===== config.mk =====
export PLATFORM = sky130hd
export DESIGN_NAME = keypad_scanner_flat
export DESIGN_NICKNAME = d
export VERILOG_FILES = /design/src/rtl/keypad_pkg.sv /design/src/rtl/keypad_scanner_if.sv /design/src/rtl/keypad_sync.sv /design/src/rtl/keypad_scanner.sv /design/src/flat_wrapper.sv
export SDC_FILE = /design/constraint.sdc
export NUM_CORES = 1
export LEC_CHECK = 0
export CAP_MARGIN = 15
export CORE_MARGIN = 1
export CORE_UTILIZATION = 60
export CTS_BUF_LIST = sky130_fd_sc_hd__clkbuf_4 sky130_fd_sc_hd__clkbuf_8 sky130_fd_sc_hd__clkbuf_16
export DETAILED_ROUTE_END_ITERATION = 12
export PLACE_DENSITY = 0.8
export SLEW_MARGIN = 20
export SYNTH_ARGS = -nofsm -noshare
export SYNTH_HDL_FRONTEND = slang
export SYNTH_SLANG_ARGS = --single-unit

===== constraint.sdc =====
create_clock -name keypad_scanner_clk -period 2.8 [get_ports keypad_scanner_clk]
set_input_delay 0.56 -clock keypad_scanner_clk [delete_from_list [all_inputs] [get_ports keypad_scanner_clk]]
set_output_delay 0.56 -clock keypad_scanner_clk [all_outputs]
set_load 0.01 [all_outputs]

===== src/rtl/keypad_pkg.sv =====
// Shared types and constants for the 4x4 hex keypad scanner.
// Combinational helpers only; no latency and no backpressure.
package keypad_pkg;

    typedef enum logic [1:0] {
        SCAN     = 2'd0,
        PRESS_DB = 2'd1,
        HELD     = 2'd2,
        REL_DB   = 2'd3
    } kp_state_t;

    localparam logic [3:0] ROW_IDLE = 4'b1111;

    // Indexed {row, col}; element 0 is the top-left key
    localparam logic [15:0][3:0] KEY_MAP = {
        4'hD, 4'hE, 4'hF, 4'h0,
        4'hC, 4'h9, 4'h8, 4'h7,
        4'hB, 4'h6, 4'h5, 4'h4,
        4'hA, 4'h3, 4'h2, 4'h1
    };

    function automatic logic [3:0] col_encode(input logic [1:0] c);
        return ~(4'b0001 << c);
    endfunction

    function automatic logic single_low(input logic [3:0] rows);
        logic [3:0] low;
        low = ~rows;
        return (low != 4'd0) && ((low & (low - 4'd1)) == 4'd0);
    endfunction

    function automatic logic [1:0] row_index(input logic [3:0] rows);
        logic [1:0] idx;
        idx = 2'd0;
        for (int i = 3; i >= 0; i--) begin
            if (!rows[i]) idx = 2'(i);
        end
        return idx;
    endfunction

endpackage


===== src/rtl/keypad_scanner_if.sv =====
// Keypad pins plus the decoded key stream toward the datapath.
// Wires only; the key stream is a strobe with no backpressure.
interface keypad_scanner_if;
    logic [3:0] row;
    logic [3:0] col;
    logic [3:0] key;
    logic       valid;
    logic       held;

    modport master (input row, output col, output key, output valid, output held);
    modport slave  (output row, input col, input key, input valid, input held);
endinterface


===== src/rtl/keypad_sync.sv =====
// Generic 2-flop synchronizer with a selectable reset value.
// Latency 2 cycles; no backpressure.
module keypad_sync #(
    parameter int WIDTH = 4
) (
    input  logic             clk,
    input  logic             rst,
    input  logic [WIDTH-1:0] rst_val,
    input  logic [WIDTH-1:0] d,
    output logic [WIDTH-1:0] q
);
    logic [WIDTH-1:0] meta;

    always_ff @(posedge clk) begin
        if (rst) begin
            meta <= rst_val;
            q    <= rst_val;
        end else begin
            meta <= d;
            q    <= meta;
        end
    end
endmodule


===== src/rtl/keypad_scanner.sv =====
// 4x4 keypad scanner: column strobing, press/release debounce, hex key + 1-cycle valid.
// Valid rises DEBOUNCE_TICKS+1 cycles after the column sample; no backpressure (strobe only).
module keypad_scanner
    import keypad_pkg::*;
#(
    parameter int SCAN_TICKS     = 100000,
    parameter int DEBOUNCE_TICKS = 2000000
) (
    input  logic             keypad_scanner_clk,
    input  logic             keypad_scanner_rst,
    keypad_scanner_if.master kp
);
    localparam int DW  = $clog2(SCAN_TICKS);
    localparam int DBW = $clog2(DEBOUNCE_TICKS + 1);
    localparam logic [DW-1:0]  DWELL_LAST = DW'(SCAN_TICKS - 1);
    localparam logic [DBW-1:0] DB_LAST    = DBW'(DEBOUNCE_TICKS - 1);

    kp_state_t      state_q, state_d;
    logic [1:0]     c_q, c_d;
    logic [3:0]     col_q;
    logic [DW-1:0]  dwell_q, dwell_d;
    logic [DBW-1:0] db_q, db_d;
    logic [3:0]     pat_q, pat_d;
    logic [3:0]     key_q, key_d;
    logic           valid_q, valid_d;
    logic           held_q, held_d;
    logic [3:0]     rs;

    keypad_sync #(.WIDTH(4)) u_sync (
        .clk     (keypad_scanner_clk),
        .rst     (keypad_scanner_rst),
        .rst_val (ROW_IDLE),
        .d       (kp.row),
        .q       (rs)
    );

    always_comb begin
        state_d = state_q;
        c_d     = c_q;
        dwell_d = dwell_q;
        db_d    = db_q;
        pat_d   = pat_q;
        key_d   = key_q;
        valid_d = 1'b0;
        held_d  = held_q;
        unique case (state_q)
            SCAN: begin
                if (dwell_q == DWELL_LAST) begin
                    dwell_d = '0;
                    if (single_low(rs)) begin
                        pat_d   = rs;
                        db_d    = '0;
                        state_d = PRESS_DB;
                    end else begin
                        c_d = c_q + 2'd1;
                    end
                end else begin
                    dwell_d = dwell_q + DW'(1);
                end
            end
            PRESS_DB: begin
                if (rs != pat_q) begin
                    c_d     = c_q + 2'd1;
                    db_d    = '0;
                    dwell_d = '0;
                    state_d = SCAN;
                end else if (db_q == DB_LAST) begin
                    key_d   = KEY_MAP[{row_index(pat_q), c_q}];
                    valid_d = 1'b1;
                    held_d  = 1'b1;
                    db_d    = '0;
                    state_d = HELD;
                end else begin
                    db_d = db_q + DBW'(1);
                end
            end
            HELD: begin
                // Extra keys while held are deliberately ignored; only all-idle starts release
                if (rs == ROW_IDLE) begin
                    db_d    = '0;
                    state_d = REL_DB;
                end
            end
            REL_DB: begin
                if (rs != ROW_IDLE) begin
                    db_d    = '0;
                    state_d = HELD;
                end else if (db_q == DB_LAST) begin
                    held_d  = 1'b0;
                    db_d    = '0;
                    dwell_d = '0;
                    c_d     = c_q + 2'd1;
                    state_d = SCAN;
                end else begin
                    db_d = db_q + DBW'(1);
                end
            end
            default: state_d = SCAN;
        endcase
    end

    always_ff @(posedge keypad_scanner_clk) begin
        if (keypad_scanner_rst) begin
            state_q <= SCAN;
            c_q     <= 2'd0;
            col_q   <= col_encode(2'd0);
            dwell_q <= '0;
            db_q    <= '0;
            pat_q   <= ROW_IDLE;
            key_q   <= 4'h0;
            valid_q <= 1'b0;
            held_q  <= 1'b0;
        end else begin
            state_q <= state_d;
            c_q     <= c_d;
            col_q   <= col_encode(c_d);
            dwell_q <= dwell_d;
            db_q    <= db_d;
            pat_q   <= pat_d;
            key_q   <= key_d;
            valid_q <= valid_d;
            held_q  <= held_d;
        end
    end

    assign kp.col   = col_q;
    assign kp.key   = key_q;
    // Reset must suppress a strobe already sitting in the register
    assign kp.valid = valid_q & ~keypad_scanner_rst;
    assign kp.held  = held_q;
endmodule

===== src/flat_wrapper.sv =====
// flat-port wrapper written by rule: the top's interface ports become plain ports
module keypad_scanner_flat import keypad_pkg::*;
#(
    parameter int SCAN_TICKS     = 100000,
    parameter int DEBOUNCE_TICKS = 2000000
)
  (keypad_scanner_clk, keypad_scanner_rst, kp_row, kp_col, kp_key, kp_valid, kp_held);
  keypad_scanner_if kp_i ();
  input  logic keypad_scanner_clk;
  input  logic keypad_scanner_rst;
  input wire logic [$bits(kp_i.row)-1:0] kp_row;
  output wire logic [$bits(kp_i.col)-1:0] kp_col;
  output wire logic [$bits(kp_i.key)-1:0] kp_key;
  output wire logic [$bits(kp_i.valid)-1:0] kp_valid;
  output wire logic [$bits(kp_i.held)-1:0] kp_held;
  assign kp_i.row = kp_row;
  assign kp_col = kp_i.col;
  assign kp_key = kp_i.key;
  assign kp_valid = kp_i.valid;
  assign kp_held = kp_i.held;
  keypad_scanner #(.SCAN_TICKS(SCAN_TICKS), .DEBOUNCE_TICKS(DEBOUNCE_TICKS)) u_core (.keypad_scanner_clk(keypad_scanner_clk), .keypad_scanner_rst(keypad_scanner_rst), .kp(kp_i));
endmodule

==> flow_metrics.env <==
export IMPL_multiInputGateArea_um2=1800
export IMPL_fin_cells=469
export IMPL_dieWidth_um=75.1
export IMPL_grt_pass1_vias=2315
export IMPL_min_period_over_period=0.961
export IMPL_yosysTopAreaCell="dfxtp_1"
export IMPL_synthTopCellsByCount="dfxtp_1, nor2_1, xor2_1"
export IMPL_r2r_end="u_core.kp.col[3]"
export IMPL_final_setup_viol_count=0
export IMPL_die_area_um2=5650
export IMPL_antenna_diode_count=0
export IMPL_swShare=0.225
export IMPL_leakage_nw=1.41
export IMPL_yosysMostFrequentCell="dfxtp_1"
export IMPL_cp_required_ns=3.02
export IMPL_antenna_found_initial=0
export IMPL_vias=2758
export IMPL_clkSinkCount=64
export IMPL_cp_start_kind="flop"
export IMPL_finalHoldViolCount=0
export IMPL_regArea_um2=1280
export IMPL_cts_inserted_buffers=9
export IMPL_cts_root_buf="clkbuf_8"
export IMPL_drt_iter0_drc=207
export IMPL_yosysWarnings=0
export IMPL_startpoint="u_core.dwell_q[5]"
export IMPL_drt_pre_antenna_iters=4
export IMPL_r2r_start="u_core.dwell_q[5]"
export IMPL_ys_types=50
export IMPL_die_h_um=75.1
export IMPL_vdd_drop_max_mv=0.358
export IMPL_async_reset_ff_frac=0
export IMPL_syn2layout_area_growth_pct=14.0
export IMPL_synth_edf_count=0
export IMPL_start_util=0.624
export IMPL_synth_fp_nets=383
export IMPL_fillers=414
export IMPL_synth_avg_cell_area_um2=8.63
export IMPL_outcome="finished, final reports clean"
export IMPL_io_pins=16
export IMPL_max_cap_violations=0
export IMPL_rr_worst_depth=6
export IMPL_rsz0062_at_grt="no"
export IMPL_crit_type="reg2reg"
export IMPL_track_usage=0.245
export IMPL_crit_arrival_ns=2.91
export IMPL_cts_tree="built"
export IMPL_ys_ff_latch=64
export IMPL_cellPowerDensity_nw_per_um2=461
export IMPL_netlist_instances=372
export IMPL_ys_flop_type="dfxtp_1"
export IMPL_fp_row_count=26
export IMPL_path_max_fanout=4
export IMPL_worstMarginPinSlew_ns=0.643
export IMPL_endpoint="u_core.kp.col[3]"
export IMPL_place_gp_congestion=0.859
export IMPL_synth_seq_area_share=0.399
export IMPL_routed_via_density=5.88
export IMPL_fin_nets=405
export IMPL_gr_total_overflow=0
export IMPL_maxSlewViolCount=0
export IMPL_routed_wl_mm=6.59
export IMPL_drive_gt1_frac=0.118
export IMPL_slew_headroom=0.568
export IMPL_min_path_type="reg2reg"
export IMPL_clockBufferDepth=2
export IMPL_hpwl_mm=4.61
export IMPL_comb_power_share=0.037
export IMPL_drtAntennaViolNets=0
export IMPL_cell_internal_pwr_w=0.00131
export IMPL_pwr_share_clk=0.414
export IMPL_drcViolationCount=0
export IMPL_wl_per_cell_um=14.1
export IMPL_grt_start_max_net_pins=33
export IMPL_post_cts_resized=0
export IMPL_placed_cells=453
export IMPL_synth_area_top_cells="dfxtp_1, xor2_1, nor2_1"
export IMPL_cts_setup_buffers=0
export IMPL_htreeDepth=3
export IMPL_clkTransAtPathRegs_ns=0.07
export IMPL_worst_clock_skew_ns=0.00916
export IMPL_grt_pass1_wl_mm=10.3
export IMPL_timing_final_ws_setup_ns=0.108
export IMPL_ctsHoldBuffers=0
export IMPL_period_minus_slack_ns=2.69
export IMPL_p_switching_w=0.000380
export IMPL_holdPathStages=1
export IMPL_fin_util=0.712
export IMPL_synth_top_area_frac=0.399
export IMPL_worstSetupEndpointType="flop"
export IMPL_fin_tns_setup_ns=0
export IMPL_port_buffers=15
export IMPL_coreArea_um2=5140
export IMPL_preCtsSetupSlack_ns=0.148
export IMPL_clk_latency_ns=0.34
export IMPL_pwr_share_seq=0.550
export IMPL_clock_fmax_mhz=372
export IMPL_synth_area_um2=3210
export IMPL_r2r_slack_ns=0.11
[cells by family (layout without fill, tap and decap cells)]
| family | count (synthesis) | after routing | share of synthesized area |
|---|---|---|---|
| fa+ha+maj | 5 | 5 | 0.0195 |
| simple gates | 180 | 180 | 0.309 |
| flops | 64 | 64 | 0.399 |
| mux | 12 | 12 | 0.0437 |
| compound gates | 43 | 43 | 0.0908 |
| buf+inv | 32 | 59 | 0.0394 |
| xor+xnor | 36 | 36 | 0.0982 |
[worst max-delay path, stage by stage (launching register included)]
cell and delay, ns:
dfxtp_1 0.34, or4b_1 0.59, or4_4 0.56, o31ai_1 0.30, mux2i_1 0.16, mux2_4 0.29, or3_1 0.34
[stage by stage]
stage          hold WS (ns)  power (W)  instance area, um^2
2_1_floorplan         0.389   0.000985                 3210
3_3_place_gp          0.396    0.00101                 3490
3_5_place_dp          0.399    0.00101                 3490
4_1_cts               0.415    0.00170                 3660
5_1_grt               0.423    0.00175                 3660
6_report              0.409    0.00169                 3660
[sequential cells by signal (all words and copies together), names as in the netlist]
| signal | count |
|---|---|
| u_core.u_sync.meta | 4 |
| u_core.kp.held | 1 |
| u_core.c_q | 2 |
| u_core.u_sync.q | 4 |
| u_core.kp.col | 4 |
| u_core.db_q | 21 |
| u_core.pat_q | 4 |
| u_core.state_q | 2 |
| u_core.valid_q | 1 |
| u_core.dwell_q | 17 |
| u_core.kp.key | 4 |
[power by group through the flow]
stage	Clock, W	Combinational, W	Sequential, W
after floorplan	0	0.0000403	0.000945
after global placement	0	0.0000601	0.000948
after detailed placement	0	0.0000616	0.000948
after CTS	0.000715	0.0000618	0.000927
after global routing	0.000758	0.0000687	0.000928
final	0.000698	0.0000621	0.000927
[cell usage in the layout, fill, tap and decap left out, types with 4 or more instances in the layout]
master	netlist	final
dfxtp_1	64	64
nor2_1	49	49
xor2_1	30	30
nand3_1	23	23
nand4_1	18	18
nand2_1	17	17
buf_4	0	16
and3_1	15	15
clkdlybuf4s50_1	0	15
a21oi_1	13	13
inv_1	12	12
nor3_1	11	11
clkbuf_8	0	10
mux2i_1	8	8
or2_2	8	8
nor2b_1	6	6
xnor2_1	6	6
nand4b_1	5	5
a211o_1	5	5
ha_1	5	5
nor4_1	4	4
or3_1	4	4
o31ai_1	4	4
clkinv_2	0	4
[cell type report]
cell class                      count  area share
Clock buffer                       12      0.0417
Clock inverter                      4     0.00547
Inverter                           12      0.0123
Multi-Input combinational cell    276       0.492
Sequential cell                    64       0.350
Tap cell                           70      0.0239
Timing Repair Buffer               31      0.0739
[per-layer routing]
layer | GRT usage | part of all wire | wire, um
met5 | 0 | 0 | 0
met3 | 0.0897 | 0.047 | 309
met2 | 0.387 | 0.47 | 3110
met4 | 0.0823 | 0.011 | 72
met1 | 0.311 | 0.47 | 3100
[worst min path at each step]
| stage | from | to |
|---|---|---|
| 2_1_floorplan | u_core.u_sync.meta[0] | u_core.u_sync.q[0] |
| 3_3_place_gp | u_core.u_sync.meta[2] | u_core.u_sync.q[2] |
| 3_5_place_dp | u_core.u_sync.meta[2] | u_core.u_sync.q[2] |
| 4_1_cts | u_core.u_sync.meta[2] | u_core.u_sync.q[2] |
| 5_1_grt | u_core.u_sync.meta[3] | u_core.u_sync.q[3] |
| 6_report | u_core.u_sync.meta[3] | u_core.u_sync.q[3] |
(Power assumes the default switching activity.)
